[config.mk]
export PLATFORM = sky130hd
export DESIGN_NAME = regfile_alu_pipe_flat
export DESIGN_NICKNAME = d
export VERILOG_FILES = /design/src/rtl/regfile_alu_pipe_if.sv /design/src/rtl/regfile_alu_pipe.sv /design/src/flat_wrapper.sv
export SDC_FILE = /design/constraint.sdc
export NUM_CORES = 2
export LEC_CHECK = 0
export CAP_MARGIN = 20
export CORE_MARGIN = 5
export CORE_UTILIZATION = 25
export CTS_BUF_LIST = sky130_fd_sc_hd__clkbuf_2
export DETAILED_ROUTE_END_ITERATION = 10
export GPL_ROUTABILITY_DRIVEN = 0
export SLEW_MARGIN = 20
export SYNTH_ARGS = -nofsm -noshare
export SYNTH_HDL_FRONTEND = slang
export SYNTH_SLANG_ARGS = --single-unit
[constraint.sdc]
create_clock -name wb_clk_i -period 5.35 [get_ports wb_clk_i]
set_input_delay 1.3375 -clock wb_clk_i [delete_from_list [all_inputs] [get_ports wb_clk_i]]
set_output_delay 1.3375 -clock wb_clk_i [all_outputs]
set_load 0.05 [all_outputs]
[src/rtl/regfile_alu_pipe_if.sv]
// Command and result channels of the register-file/ALU pipe, plus the mirrored pad outputs.
// The slave modport is the datapath side; the master modport is the command source and result sink.
interface regfile_alu_pipe_if #(
    parameter int unsigned WIDTH  = 32,
    parameter int unsigned ADDR_W = 4
);
    logic              cmd_valid;
    logic              cmd_ready;
    logic [2:0]        cmd_op;
    logic              cmd_sat;
    logic [ADDR_W-1:0] cmd_rd;
    logic [ADDR_W-1:0] cmd_rs1;
    logic [ADDR_W-1:0] cmd_rs2;
    logic [WIDTH-1:0]  cmd_imm;
    logic              res_valid;
    logic              res_ready;
    logic [WIDTH-1:0]  res_data;
    logic              res_carry;
    logic [WIDTH-1:0]  io_out;
    logic [WIDTH-1:0]  io_oeb;

    modport slave (
        input  cmd_valid, cmd_op, cmd_sat, cmd_rd, cmd_rs1, cmd_rs2, cmd_imm, res_ready,
        output cmd_ready, res_valid, res_data, res_carry, io_out, io_oeb
    );

    modport master (
        output cmd_valid, cmd_op, cmd_sat, cmd_rd, cmd_rs1, cmd_rs2, cmd_imm, res_ready,
        input  cmd_ready, res_valid, res_data, res_carry, io_out, io_oeb
    );
endinterface

[src/rtl/regfile_alu_pipe.sv]
// Register file feeding a two-stage ALU pipe (execute E, output O) with carry chaining,
// unsigned saturation, E->operand forwarding and valid/ready back-pressure.
module regfile_alu_pipe #(
    parameter int unsigned WIDTH    = 32,
    parameter int unsigned DEPTH    = 16,
    parameter int unsigned ADDR_W   = $clog2(DEPTH),
    parameter bit          ZERO_REG = 1'b1
) (
    input  logic            wb_clk_i,
    input  logic            wb_rst_ni,
    regfile_alu_pipe_if.slave bus
);
    typedef enum logic [2:0] {
        OP_ADD  = 3'b000,
        OP_SUB  = 3'b001,
        OP_ADDC = 3'b010,
        OP_AND  = 3'b011,
        OP_OR   = 3'b100,
        OP_XOR  = 3'b101,
        OP_LDI  = 3'b110,
        OP_RD   = 3'b111
    } op_e;

    logic [WIDTH-1:0]  rf_q [DEPTH];
    logic              carry_q, carry_d;
    logic              e_valid_q, e_valid_d;
    op_e               e_op_q;
    logic              e_sat_q;
    logic [ADDR_W-1:0] e_rd_q;
    logic [WIDTH-1:0]  e_a_q, e_b_q;
    logic              res_valid_q, res_valid_d;
    logic [WIDTH-1:0]  res_data_q;
    logic              res_carry_q;
    logic [WIDTH-1:0]  io_out_q, io_oeb_q;

    logic              e_retire, e_wr, accept, res_xfer;
    logic [WIDTH-1:0]  alu_res, op_a, op_b;
    logic [WIDTH:0]    sum, diff;

    assign e_retire      = e_valid_q & (~res_valid_q | bus.res_ready);
    assign e_wr          = e_retire && (e_op_q != OP_RD) && !(ZERO_REG && (e_rd_q == '0));
    assign bus.cmd_ready = ~e_valid_q | e_retire;
    assign accept        = bus.cmd_valid & bus.cmd_ready;
    assign res_xfer      = res_valid_q & bus.res_ready;
    assign e_valid_d     = accept | (e_valid_q & ~e_retire);
    assign res_valid_d   = e_retire | (res_valid_q & ~bus.res_ready);

    // Operand read: the op retiring this edge is not yet in rf_q, so bypass its result.
    always_comb begin
        op_a = rf_q[bus.cmd_rs1];
        op_b = rf_q[bus.cmd_rs2];
        if (ZERO_REG && (bus.cmd_rs1 == '0)) begin
            op_a = '0;
        end else if (e_wr && (bus.cmd_rs1 == e_rd_q)) begin
            op_a = alu_res;
        end
        if (ZERO_REG && (bus.cmd_rs2 == '0)) begin
            op_b = '0;
        end else if (e_wr && (bus.cmd_rs2 == e_rd_q)) begin
            op_b = alu_res;
        end
    end

    always_comb begin
        sum     = {1'b0, e_a_q} + {1'b0, e_b_q} + {{WIDTH{1'b0}}, (e_op_q == OP_ADDC) & carry_q};
        diff    = {1'b0, e_a_q} - {1'b0, e_b_q};
        alu_res = '0;
        carry_d = carry_q;
        case (e_op_q)
            OP_ADD, OP_ADDC: begin
                carry_d = sum[WIDTH];
                alu_res = (e_sat_q && sum[WIDTH]) ? '1 : sum[WIDTH-1:0];
            end
            OP_SUB: begin
                carry_d = diff[WIDTH];
                alu_res = (e_sat_q && diff[WIDTH]) ? '0 : diff[WIDTH-1:0];
            end
            OP_AND:  alu_res = e_a_q & e_b_q;
            OP_OR:   alu_res = e_a_q | e_b_q;
            OP_XOR:  alu_res = e_a_q ^ e_b_q;
            OP_LDI:  alu_res = e_b_q;
            OP_RD:   alu_res = e_a_q;
            default: alu_res = '0;
        endcase
    end

    always_ff @(posedge wb_clk_i or negedge wb_rst_ni) begin
        if (!wb_rst_ni) begin
            rf_q        <= '{default: '0};
            carry_q     <= 1'b0;
            e_valid_q   <= 1'b0;
            e_op_q      <= OP_ADD;
            e_sat_q     <= 1'b0;
            e_rd_q      <= '0;
            e_a_q       <= '0;
            e_b_q       <= '0;
            res_valid_q <= 1'b0;
            res_data_q  <= '0;
            res_carry_q <= 1'b0;
            io_out_q    <= '0;
            io_oeb_q    <= '1;
        end else begin
            e_valid_q   <= e_valid_d;
            res_valid_q <= res_valid_d;
            if (accept) begin
                e_op_q  <= op_e'(bus.cmd_op);
                e_sat_q <= bus.cmd_sat;
                e_rd_q  <= bus.cmd_rd;
                e_a_q   <= op_a;
                // LDI carries its immediate through the B operand slot.
                e_b_q   <= (op_e'(bus.cmd_op) == OP_LDI) ? bus.cmd_imm : op_b;
            end
            if (e_retire) begin
                res_data_q  <= alu_res;
                res_carry_q <= carry_d;
                carry_q     <= carry_d;
            end
            if (e_wr) begin
                rf_q[e_rd_q] <= alu_res;
            end
            if (res_xfer) begin
                io_out_q <= res_data_q;
                io_oeb_q <= '0;
            end
        end
    end

    assign bus.res_valid = res_valid_q;
    assign bus.res_data  = res_data_q;
    assign bus.res_carry = res_carry_q;
    assign bus.io_out    = io_out_q;
    assign bus.io_oeb    = io_oeb_q;
endmodule

[src/flat_wrapper.sv]
// flat-port wrapper written by rule: the top's interface ports become plain ports
module regfile_alu_pipe_flat 
#(
    parameter int unsigned WIDTH    = 32,
    parameter int unsigned DEPTH    = 16,
    parameter int unsigned ADDR_W   = $clog2(DEPTH),
    parameter bit          ZERO_REG = 1'b1
)
  (wb_clk_i, wb_rst_ni, bus_cmd_valid, bus_cmd_op, bus_cmd_sat, bus_cmd_rd, bus_cmd_rs1, bus_cmd_rs2, bus_cmd_imm, bus_res_ready, bus_cmd_ready, bus_res_valid, bus_res_data, bus_res_carry, bus_io_out, bus_io_oeb);
  regfile_alu_pipe_if #(.WIDTH(WIDTH), .ADDR_W(ADDR_W)) bus_i ();
  input  logic wb_clk_i;
  input  logic wb_rst_ni;
  input wire logic [$bits(bus_i.cmd_valid)-1:0] bus_cmd_valid;
  input wire logic [$bits(bus_i.cmd_op)-1:0] bus_cmd_op;
  input wire logic [$bits(bus_i.cmd_sat)-1:0] bus_cmd_sat;
  input wire logic [$bits(bus_i.cmd_rd)-1:0] bus_cmd_rd;
  input wire logic [$bits(bus_i.cmd_rs1)-1:0] bus_cmd_rs1;
  input wire logic [$bits(bus_i.cmd_rs2)-1:0] bus_cmd_rs2;
  input wire logic [$bits(bus_i.cmd_imm)-1:0] bus_cmd_imm;
  input wire logic [$bits(bus_i.res_ready)-1:0] bus_res_ready;
  output wire logic [$bits(bus_i.cmd_ready)-1:0] bus_cmd_ready;
  output wire logic [$bits(bus_i.res_valid)-1:0] bus_res_valid;
  output wire logic [$bits(bus_i.res_data)-1:0] bus_res_data;
  output wire logic [$bits(bus_i.res_carry)-1:0] bus_res_carry;
  output wire logic [$bits(bus_i.io_out)-1:0] bus_io_out;
  output wire logic [$bits(bus_i.io_oeb)-1:0] bus_io_oeb;
  assign bus_i.cmd_valid = bus_cmd_valid;
  assign bus_i.cmd_op = bus_cmd_op;
  assign bus_i.cmd_sat = bus_cmd_sat;
  assign bus_i.cmd_rd = bus_cmd_rd;
  assign bus_i.cmd_rs1 = bus_cmd_rs1;
  assign bus_i.cmd_rs2 = bus_cmd_rs2;
  assign bus_i.cmd_imm = bus_cmd_imm;
  assign bus_i.res_ready = bus_res_ready;
  assign bus_cmd_ready = bus_i.cmd_ready;
  assign bus_res_valid = bus_i.res_valid;
  assign bus_res_data = bus_i.res_data;
  assign bus_res_carry = bus_i.res_carry;
  assign bus_io_out = bus_i.io_out;
  assign bus_io_oeb = bus_i.io_oeb;
  regfile_alu_pipe #(.WIDTH(WIDTH), .DEPTH(DEPTH), .ADDR_W(ADDR_W), .ZERO_REG(ZERO_REG)) u_core (.wb_clk_i(wb_clk_i), .wb_rst_ni(wb_rst_ni), .bus(bus_i));
endmodule
==> metrics list <==
- The internal power of the cells totals 12.8 mW.
- Clock transition at path regs: 0.11 ns
* Critical path peak fanout: 18
- CP Launch Type: flip-flop
* Count of port buffers added during placement: 150
* Final setup viols: 0
* Post-synth design cell area: 38600 sq um
- Vias per cell: 5.24
- In this run, the number of DRC markers left after iteration 0 of detailed routing was 3000.
* Setup slack, reg-to-reg: 0.31 ns
* Io pins: 151
* Area of the die: 162000 sq um
- Yosys attributes the largest share of cell area to sky130_fd_sc_hd__dfrtp_1 (42%), sky130_fd_sc_hd__mux4_2 (19%), sky130_fd_sc_hd__nand2_1 (8.8%).
- Depth of the critical timing path with buffers and inverters included: 15
- Number of remaining DRC errors: 0
* Part of the total power dissipated in combinational logic: 48.2%
- Most used flip-flop cell after synthesis: sky130_fd_sc_hd__dfrtp_1
- For this block, the routed nets add up to 135 mm of wire.
- TritonCTS Sinks: 652
* Maximum number of pins on one net before global-route repair: 124
* Cell type of the slowest stage on the worst timing path: sky130_fd_sc_hd__dfrtp_4
- Pre-CTS setup slack: 0.515 ns
- Post-Synthesis Cells: 3565
- In this run, placement finished with an instance count of 5527.
- CP Data Arrival Time: 6.38 ns
- The worst setup path is of the reg2reg kind.
* Required time of the critical path: 6.69 ns
* Worst reg2reg path startpoint: u_core.e_op_q[1]
* Max Freq: 199 MHz
- In this run the static leakage power is 19.4 nW.
- The core region is 154000 sq um.
- Summing all placed instances gives a cell area of 42300 sq um.
- Number of buffer and inverter instances along the worst setup path: 1
- In this run the horizontal extent of the chip is 403 microns.
* Net switching component of the power: 10.4 mW
- Top delay family on crit path: compound AO/OA/AOI/OAI gates
- Buffers added to address setup during post-CTS repair amount to 0.
- Final Cell Area: 43900 sq um
- Fraction of power consumed by sequential logic: 36.6%
- Final ANT Viol Nets: 0
* Antenna violations before repair: 15
- In the final routed layout, each cell accounts on average for 23.3 microns.
- Initial Util: 25.1%
* Number of CTS-inserted buffers: 167
* RSZ-0062 raised after global routing: false
- Area Growth Syn to Fin: 13.8%
- The synthesized netlist contains 90 unique library cells.
- Reg2Reg Depth: 15
- Pwr per Cell Area: 531 nW/um^2
- Flip-flop and latch count after synthesis: 652
- Share of final-layout standard cells stronger than drive strength 1: 26.6%
- GRT overflow: 0
- Critical Path Most Common Cell: sky130_fd_sc_hd__fa_1
* Cell taking the most area after synthesis: sky130_fd_sc_hd__dfrtp_1
- Final standard cell count with taps included and fillers excluded: 5818
* Synth top cells by count: sky130_fd_sc_hd__nand2_1 (903), sky130_fd_sc_hd__dfrtp_1 (651), sky130_fd_sc_hd__mux4_2 (321)
- Hold Path Origin: bus_cmd_rd[0]
- DR vias: 30500
* Cell depth of the worst min-delay path: 3
- Synthesis produced a netlist with a net count of 3716.
- The run finished with clean final reports.
- The final-report hold violation count is 0.
- In this run, synthesis inferred 0 flip-flops with an integrated enable.
* Worst Setup End Kind: flip-flop
- Final Util: 28.5%
* Proportion of synthesized chip area in sequential cells: 42.3%
- Hold-critical path endpoint: u_core.e_rd_q[0]
- Syn. warnings: 0
* Shortest period the worst path allows: 5.04 ns
* Clock tree from TritonCTS: built
- Area share of the leading cell type in the synthesized netlist: 42.3%
- The worst register-to-register path ends at u_core.e_b_q[13].
- Of all flip-flops after synthesis, the portion carrying an async set or reset was 100%.
- The number of slew-limit violations in the final report came to 0.
* Type of the most critical hold path: in2reg
* Drt pass-1 iters: 6
* Worst vdd ir: 0.234 mV
- Insertion delay of the later-clocked pin in the worst-skew pair: 1.59 ns
- For the pin with the worst max-slew slack, the measured transition is 1.16 ns.
- Ordered list of cells on the worst path: nor2b_1 > and3b_1 > fa_1 > fa_1 > a21o_1 > a221oi_2 > a2111oi_2 > o211a_1 > a211oi_4 > and2_1 > buf_4 > a221oi_1 > o22a_1 > o221ai_1 > a22oi_1
- Total negative setup slack: 0 ns
* First-pass GRT wire length: 201 mm
- The H-tree was split into 4 levels.
* Overall Global Routing Usage: 16.3%
- The net count of the finished layout is 3804.
- For the final database, setup skew stands at 0.188 ns.
- Row cnt: 144
- CTS root buffer: sky130_fd_sc_hd__clkbuf_2
- Clock group share of total power: 15.2%
* Placed wire-length estimate after detailed placement: 89.3 mm
- The largest single stage delay on the critical path is 0.49 ns.
- Final worst-path cycle share: 94.2%
* Buffers from clock root to sink, at most: 3
* Worst slew margin: 22.6%
- By instance count, the leading cell after synthesis is sky130_fd_sc_hd__nand2_1.
- In this run the vertical extent of the chip is 403 microns.
- Count of max-cap constraint violations: 0
- Vias in the first global route: 30400
- Worst setup slack after layout: 0.313 ns
- After synthesis, the mean cell area works out to 10.8 sq um.
* Sw Share: 44.8%
final cells by class:
class	count	area (sq um)
repair buffers	266	2550
clock inverters	44	315
multi-input cells	2449	20500
diodes	12	30.0
flip-flops and latches	652	16300
well taps	2044	2560
fillers	15900	110000
inverters	117	439
clock buffers	234	1170
state kept, by name, summed over array words and instances, names as in the netlist:
signal,cells
u_core.e_sat_q,1
u_core.bus.res_data,32
u_core.bus.io_out,32
u_core.bus.res_valid,1
u_core.e_a_q,32
u_core.carry_q,1
u_core.e_b_q,32
u_core.e_valid_q,1
u_core.e_op_q,3
u_core.bus.io_oeb,1
u_core.rf_q,512
u_core.e_rd_q,4
layout by cell type, fill, tap and decap left out, drive strengths merged, types with 27 or more instances in the layout:
cell type,instances
a21oi,90
a221o,34
clkbuf,234
clkinv,36
inv,122
o22ai,31
nor2b,41
buf,125
a22oi,27
clkdlybuf4s50,140
nor3,28
nor2,86
o221ai,43
mux4,321
o21ai,215
mux2,214
ha,96
dfrtp,651
nand2,904
what timing repair did:
item	4_1_cts	5_1_grt
hold buffers	1	0
resized for setup	0	0
endpoints found under the hold margin	81	0
worst min-delay path, delay by kind of cell:
kind | cells | cell delay (ns)
buffers and inverters | 1 | 0.42
and+or+nand+nor | 2 | 0.11
through the flow:
stage	hold WS, ns	power (mW)
2_1_floorplan	0.441	15.9
3_3_place_gp	0.376	19.3
3_5_place_dp	0.383	19.6
4_1_cts	0.178	23.2
5_1_grt	0.233	24.7
6_report	0.372	23.3
worst max path at each step:
| stage | startpoint | slack [ns] | to |
|---|---|---|---|
| after CTS | u_core.bus.io_oeb[30] | 0.41 | bus_io_oeb[23] |
| after detailed placement | u_core.e_op_q[1] | 0.52 | u_core.e_b_q[13] |
| after global routing | u_core.e_op_q[1] | 0.18 | u_core.e_b_q[13] |
| final | u_core.e_op_q[1] | 0.31 | u_core.e_b_q[13] |
| after global placement | u_core.e_b_q[5] | 0.62 | u_core.rf_q[3] |
| after floorplan | u_core.e_op_q[0] | 0.09 | u_core.rf_q[158] |
layer usage:
metal | routed length, microns | track usage [%] | vias up
met5 | 38 | 0 | -
met4 | 5300 | 6.63 | 6
met3 | 12000 | 4.21 | 338
met2 | 63000 | 26.0 | 1501
met1 | 55000 | 21.3 | 15600
li1 | - | - | 13100
power by group through the flow:
| stage | sequential, mW | clock [mW] | combinational (mW) |
|---|---|---|---|
| detailed placement | 8.60 | 0 | 11.0 |
| CTS | 8.50 | 3.67 | 11.1 |
| floorplan | 8.78 | 0 | 7.11 |
| global placement | 8.46 | 0 | 10.9 |
| global route | 8.78 | 3.92 | 12.0 |
| finish | 8.52 | 3.54 | 11.2 |
cell families after synthesis:
| logic type | after synthesis | synth area share, % |
|---|---|---|
| muxes | 556 | 25.5 |
| AOI/OAI and AO/OA | 618 | 11.1 |
| buffers and inverters | 464 | 5.05 |
| and+or+nand+nor | 1167 | 12.5 |
| xor gates and xnor gates | 9 | 0.204 |
| adders and majority gates | 99 | 3.27 |
| DFF | 652 | 42.3 |
Power figures use the tool's default switching activity.
